===== src/rtl/lcd_hd44780_ctrl.sv =====
// Write-only HD44780 character LCD controller on an 8-bit bus: power-up wait, fixed
// init sequence, then host command/data writes through a valid/ready handshake.
module lcd_hd44780_ctrl #(
  parameter int         CNT_W          = 20,
  parameter int         POWERUP_CYCLES = 750000,
  parameter int         SETUP_CYCLES   = 4,
  parameter int         E_CYCLES       = 262144,
  parameter int         INTER_CYCLES   = 2600,
  parameter int         LONG_CYCLES    = 82000,
  parameter logic [7:0] FUNC_SET       = 8'h3C,
  parameter logic [7:0] ENTRY_MODE     = 8'h06,
  parameter logic [7:0] DISP_CTRL      = 8'h0C
) (
  input  logic       clk,
  input  logic       rst,
  input  logic       wr_valid,
  input  logic       wr_rs,
  input  logic [7:0] wr_data,
  output logic       wr_ready,
  output logic       init_done,
  output logic       lcd_e,
  output logic       lcd_rs,
  output logic       lcd_rw,
  output logic [7:0] lcd_data
);

  typedef enum logic [2:0] {S_POWERUP, S_SETUP, S_PULSE, S_HOLD, S_IDLE} state_t;

  // Each state lasts N cycles: the counter is loaded with N-1 and the state exits on 0.
  localparam logic [CNT_W-1:0] POWERUP_LOAD = CNT_W'(POWERUP_CYCLES - 1);
  localparam logic [CNT_W-1:0] SETUP_LOAD   = CNT_W'(SETUP_CYCLES - 1);
  localparam logic [CNT_W-1:0] E_LOAD       = CNT_W'(E_CYCLES - 1);
  localparam logic [CNT_W-1:0] INTER_LOAD   = CNT_W'(INTER_CYCLES - 1);
  localparam logic [CNT_W-1:0] LONG_LOAD    = CNT_W'(LONG_CYCLES - 1);

  state_t           state_reg, state_next;
  logic [CNT_W-1:0] cnt_reg, cnt_next;
  logic [2:0]       idx_reg, idx_next;
  logic             e_reg, e_next;
  logic             rs_reg, rs_next;
  logic [7:0]       data_reg, data_next;
  logic             ready_reg, ready_next;
  logic             done_reg, done_next;

  function automatic logic [7:0] init_byte(input logic [2:0] i);
    case (i)
      3'd0, 3'd1, 3'd2, 3'd3: init_byte = FUNC_SET;
      3'd4:                   init_byte = 8'h08;
      3'd5:                   init_byte = 8'h01;
      3'd6:                   init_byte = ENTRY_MODE;
      3'd7:                   init_byte = DISP_CTRL;
      default:                init_byte = 8'h00;
    endcase
  endfunction

  // Clear (0x01) and home (0x02/0x03) need the long execution wait.
  function automatic logic is_long(input logic rs, input logic [7:0] b);
    is_long = !rs && (b[7:2] == 6'd0) && (b[1:0] != 2'd0);
  endfunction

  always_ff @(posedge clk) begin
    if (rst) begin
      state_reg <= S_POWERUP;
      cnt_reg   <= POWERUP_LOAD;
      idx_reg   <= 3'd0;
      e_reg     <= 1'b0;
      rs_reg    <= 1'b0;
      data_reg  <= 8'h00;
      ready_reg <= 1'b0;
      done_reg  <= 1'b0;
    end else begin
      state_reg <= state_next;
      cnt_reg   <= cnt_next;
      idx_reg   <= idx_next;
      e_reg     <= e_next;
      rs_reg    <= rs_next;
      data_reg  <= data_next;
      ready_reg <= ready_next;
      done_reg  <= done_next;
    end
  end

  always_comb begin
    state_next = state_reg;
    cnt_next   = cnt_reg - CNT_W'(1);
    idx_next   = idx_reg;
    e_next     = e_reg;
    rs_next    = rs_reg;
    data_next  = data_reg;
    ready_next = ready_reg;
    done_next  = done_reg;
    case (state_reg)
      S_POWERUP: if (cnt_reg == '0) begin
        state_next = S_SETUP;
        cnt_next   = SETUP_LOAD;
        rs_next    = 1'b0;
        data_next  = init_byte(3'd0);
      end
      S_SETUP: if (cnt_reg == '0) begin
        state_next = S_PULSE;
        cnt_next   = E_LOAD;
        e_next     = 1'b1;
      end
      S_PULSE: if (cnt_reg == '0) begin
        state_next = S_HOLD;
        cnt_next   = is_long(rs_reg, data_reg) ? LONG_LOAD : INTER_LOAD;
        e_next     = 1'b0;
      end
      S_HOLD: if (cnt_reg == '0) begin
        if (!done_reg && idx_reg != 3'd7) begin
          state_next = S_SETUP;
          cnt_next   = SETUP_LOAD;
          idx_next   = idx_reg + 3'd1;
          rs_next    = 1'b0;
          data_next  = init_byte(idx_reg + 3'd1);
        end else begin
          state_next = S_IDLE;
          ready_next = 1'b1;
          done_next  = 1'b1;
        end
      end
      S_IDLE: begin
        cnt_next = cnt_reg;
        if (wr_valid) begin
          state_next = S_SETUP;
          cnt_next   = SETUP_LOAD;
          rs_next    = wr_rs;
          data_next  = wr_data;
          ready_next = 1'b0;
        end
      end
      default: begin
        state_next = S_POWERUP;
        cnt_next   = POWERUP_LOAD;
      end
    endcase
  end

  assign wr_ready  = ready_reg;
  assign init_done = done_reg;
  assign lcd_e     = e_reg;
  assign lcd_rs    = rs_reg;
  assign lcd_data  = data_reg;
  assign lcd_rw    = 1'b0;

endmodule

===== config.mk =====
export PLATFORM = sky130hd
export DESIGN_NAME = lcd_hd44780_ctrl
export DESIGN_NICKNAME = d
export VERILOG_FILES = /design/src/rtl/lcd_hd44780_ctrl.sv
export SDC_FILE = /design/constraint.sdc
export NUM_CORES = 1
export LEC_CHECK = 0
export ABC_AREA = 1
export BUFFER_PORTS_ARGS = -buffer_cell sky130_fd_sc_hd__buf_4
export CAP_MARGIN = 20
export CORE_ASPECT_RATIO = 0.5
export CORE_UTILIZATION = 25
export CTS_BUF_LIST = sky130_fd_sc_hd__clkbuf_8
export CTS_CLUSTER_DIAMETER = 100
export DETAILED_ROUTE_END_ITERATION = 6
export HOLD_SLACK_MARGIN = 0.15
export REMOVE_ABC_BUFFERS = 1
export SLEW_MARGIN = 20
export SYNTH_ARGS = -nofsm -noshare
export SYNTH_HDL_FRONTEND = slang
export SYNTH_SLANG_ARGS = --single-unit

===== constraint.sdc =====
create_clock -name clk -period 3.8 [get_ports clk]
set_input_delay 0.19 -clock clk [delete_from_list [all_inputs] [get_ports clk]]
set_output_delay 0.19 -clock clk [all_outputs]
set_load 0.02 [all_outputs]

* After elaboration in Yosys (flattened, before gate mapping)
Memories as Yosys holds them, arrays and structs flattened. Index checks and enable logic that the tools add are counted. Widths: inputs -> output; s select.
Word-level totals: register bits after elaboration 38, ROM bits 48, bits of input ports 12, output and inout bits 13, memories kept 1
Memory list:
- (no name shown) | depth 8, bits a word 6, read ports 1, clocked after Yosys merged registers in 0, write ports 0, line 46 | case (i)
Cells by class: add/subtract/negate cells 2, equal/unequal tests 12, multiplexer cells 31, bitwise logic cells 1, reductions and logical operators 18
Operator list (number):
- $mux 20 | 6
- $pmux 20 s5 | 1
- $mux 8 | 4
- $pmux 8 s3 | 1
- $logic_not 20->1 | 1
- $sub 20x1->20 const B | 1
- $mux 3 | 6
- $mux 17 | 1
- $pmux 3 s5 | 1
- $ne 2x2->1 const B | 7
- $reduce_and 5->1 | 2
- $reduce_and 3->1 | 3
- $mux 1 | 8
- $eq 3x2->1 const B | 2
- $logic_not 6->1 | 1
- $reduce_bool 2->1 | 3
- $pmux 1 s2 | 2
- $reduce_and 4->1 | 1
- $add 3x1->3 const B | 1
- $eq 3x1->1 const B | 1
- $eq 3x3->1 const B | 1
- $logic_and 1x1->1 | 3
- $logic_not 3->1 | 1
- $ne 3x3->1 const B | 1
- other kinds (4) | 5

* Depth between registers and ports, before layout
depth after elaboration 6, mapped depth 11, mapped depth without buffers 11

* Least setup slack after synthesis
Ideal clock, no wire load.
path kind register to register, start point register cnt_reg[0], end point register cnt_reg[7], arrival time 1509 ps, data required time 3681 ps, path slack 2171 ps, cell stages (with the launch flop) 12, path through dfxtp_1 > inv_1 > ha_1 > nand2_2 > nor2_8 > nand3_4 > nand2_2 > nand2_1 > inv_2 > nand3_4 > nor2_1 > o21bai_1
Between the ends: longest elaborated chain between the ends 4
Ends and longest elaborated chain:
- start: declaration | line 37 | logic [CNT_W-1:0] cnt_reg, cnt_next;
- start signal: assignment | line 73 | cnt_reg <= cnt_next;
- $sub 20x1->20 | line 85 | cnt_next = cnt_reg - CNT_W'(1);
- $mux 20 | line 110 | if (!done_reg && idx_reg != 3'd7) begin
- $mux 20 | line 109 | S_HOLD: if (cnt_reg == '0) begin
- $pmux 20 s5 * | line 92 | case (state_reg)
Every way passes the cells marked *; elsewhere a longest branch is shown, timed or not. A chain may end at the register's enable or synchronous reset.

* Worst setup path in the final report
start point register state_reg[0], end point register data_reg[7], in the netlist lcd_data[7]
Between the ends: longest elaborated chain between the ends 3
Ends and longest elaborated chain:
- start: declaration | line 36 | state_t state_reg, state_next;
- start signal: assignment | line 72 | state_reg <= state_next;
- $eq 3x2->1 (tied with other cells) | line 92
- $ne 2x2->1 (no source line) / $reduce_bool 3->1 (equally long branches)
- $reduce_and 5->1 (no source line)
- end signal: assignment | line 77 | data_reg <= data_next;
- end: declaration | line 41 | logic [7:0] data_reg, data_next;
Parallel ways exist; a longest one is shown, timed or not.

==> impl_metrics.yaml <==
power:
  p_sw_share_pct: 23.1
  seqPwrFrac_pct: 55.5
  powerDensity_nw_per_um2: 261
  peakVddDrop_mv: 0.133
  p_sw_uw: 167
  p_clk_share_pct: 40.3
  power_frac_comb_pct: 4.1
  p_int_uw: 558
  leakage_uw: 0.00125
worst_setup_path:
  path_cells: "inv_1, nand2_1, nor2_1, buf_4, inv_1, nor2_1, inv_2, nand4_4, clkinv_4, nand2_1, nand2_1, nor2_1"
  crit_path_start_kind: "flop"
  critical_path_class: "reg2reg"
  critPathRequiredTime_ns: 4.03
  cp.arrival_ns: 2.73
  cp_slowest_cell: "nor2_1"
  crit_path_max_incr_delay_ns: 0.61
  cp-end-kind: "flop"
  worst-path-max-fanout: 18
clock_tree:
  cts_tree: "built"
  cts.sinks: 38
  cts_inserted_buffers: 5
  postCtsSetupBuffers: 0
  path_clk_slew_ns: 0.08
  cts_root_buf: "clkbuf_8"
  clock_latency_ns: 0.29
  post_cts_resized: 0
  cts.htree.levels: 2
  postCtsHoldBufs: 0
  clockBufferDepth: 2
final_layout:
  area_growth_pct: 15.9
  mostFrequentLayoutCell: "nand2_1"
  antenna_cells: 0
  final_cell_mix: "nand2_1, inv_1, dfxtp_1"
  final_nets: 396
  largest_reg_flops: 20
  fillers: 996
  drive_gt1_share_pct: 15.3
place:
  port-buffer-count: 23
  dpl_worst_slack_ns: 1.34
  gp_congestion: 0.802
  dp_hpwl_um: 4590
logic_synthesis:
  yosysWarnings: 0
  syn_area_um2: 2400
  ys_seq_area_share_pct: 31.7
  syn_area_per_cell_um2: 6.74
  ys_ff_latch: 38
  synth_cell_types: 34
  netlist_instances: 356
detailed_routing:
  wirelength_um: 6190
  drc_errors: 0
  vias_per_cell: 4.58
  routed.top_layer: "met4"
  first_pass_iters: 4
  wl_per_cell_um: 12.5
  routed-wl-met2_um: 2670
  drt_first_iter_violations: 82
  wl_met1_um: 3200
  vias: 2277
  met3WireLength_um: 274
  ant_nets: 0
sta:
  hold_violations: 0
  rsz0062_at_grt: "false"
  setup_viol: 0
  setup_ws_ns: 1.30
  finalCriticalPeriod_ns: 2.50
  final_max_slew_viol_count: 0
  finalCritPeriodShare_pct: 65.7
  fin_setup_tns_ns: 0
  tightest_slew_ns: 0.800
  timing.slew.headroom_pct: 46.5
  fmax_ghz: 0.401
  skew_ns: 0.00282
floorplanning:
  die-area_um2: 10000
  io_pins: 25
  num_rows: 24
  initial_core_util_pct: 26.6
  die_w_um: 141
  core_um2: 9010
  die_h_um: 71.3
flow_run:
  drv_cap: 0
status:
  outcome: "finished clean"
hold_path:
  holdCritPathClass: "in2reg"
global_route:
  grt_pass1_vias: 2215
  overflow: 0
  grt_usage_pct: 13.3
  antenna_found_initial: 0
  grt_pass1_wl_um: 10600
  grt_start_max_net_pins: 22
## routing by layer
metal	GRT usage, %	up-vias
li1	-	1199
met1	18.2	1019
met2	21.7	53
met3	2.14	6
met4	4.23	0
met5	0	-
## critical path: cells and delay by family, from the launching register on
family | cells | cell delay [ns]
buf+inv | 5 | 0.82
flops | 1 | 0.35
simple gates | 7 | 1.26
## worst paths after layout
path                startpoint          end  slack [ns]  cells past startpoint
setup / recovery  state_reg[0]  lcd_data[7]        1.30                     12
hold / removal      wr_data[4]  lcd_data[4]        0.20                      3
setup reg to reg  state_reg[0]  lcd_data[7]        1.30                     12
hold reg to reg          lcd_e        lcd_e        0.47                      2
## cells in the mapped netlist
master / count / area [um2]
a21boi_0: 1 / 7.51
a21oi_1: 24 / 120
a221oi_1: 2 / 17.5
a22oi_1: 1 / 7.51
a32o_1: 2 / 20.0
buf_2: 2 / 10.0
buf_4: 1 / 7.51
clkbuf_1: 5 / 18.8
clkinv_4: 1 / 8.76
conb_1: 1 / 3.75
dfxtp_1: 38 / 761
ha_1: 5 / 62.6
inv_1: 44 / 165
inv_2: 4 / 15.0
nand2_1: 83 / 312
nand2_2: 8 / 50.1
nand3_1: 19 / 95.1
nand3_4: 2 / 35.0
nand3b_1: 3 / 22.5
nand4_1: 10 / 62.6
nand4_4: 1 / 21.3
nor2_1: 34 / 128
nor2_2: 5 / 31.3
nor2_4: 3 / 33.8
nor2_8: 1 / 20.0
nor3_1: 9 / 45.0
nor3_2: 2 / 20.0
nor4_1: 1 / 6.26
o211ai_1: 2 / 15.0
o21ai_0: 17 / 85.1
o21ai_1: 6 / 30.0
o21bai_1: 3 / 22.5
xnor2_1: 4 / 35.0
xor2_1: 12 / 105
## cells by family after synthesis
kind of cell,share of synthesized area [%]
adder cells (fa/ha/maj),2.61
AO/OA/AOI/OAI,13.6
buffers and inverters,9.38
AND/OR/NAND/NOR,36.8
flip-flops,31.7
XOR/XNOR,5.84
other,0.156
## per-stage QoR
stage	util, %	hold WS, ns	instances	instance area (um2)	total power [uW]
2_1_floorplan	-	0.259	348	2360	426
5_1_grt	30.9	0.203	497	2780	754
3_5_place_dp	29.9	0.454	489	2690	442
3_3_place_gp	29.9	0.449	489	2690	442
6_report	30.9	0.199	497	2780	725
4_1_cts	30.9	0.196	497	2780	732
## cell type report
type	count	area [um2]	share of cell area (%)
Inverter	49	189	6.79
Clock buffer	6	82.6	2.97
Clock inverter	2	8.76	0.315
Timing Repair Buffer	24	180	6.48
Tap cell	117	146	5.26
Sequential cell	38	761	27.4
Multi-Input combinational cell	261	1410	50.8
## power groups by stage
stage          Clock, uW  Combinational, uW  Sequential [uW]
3_5_place_dp           0               30.1              412
3_3_place_gp           0               30.1              412
4_1_cts              299               30.3              403
2_1_floorplan          0               13.9              412
5_1_grt              317               33.9              403
6_report             292               30.1              403
No activity file was read; power rests on OpenSTA's default activity.
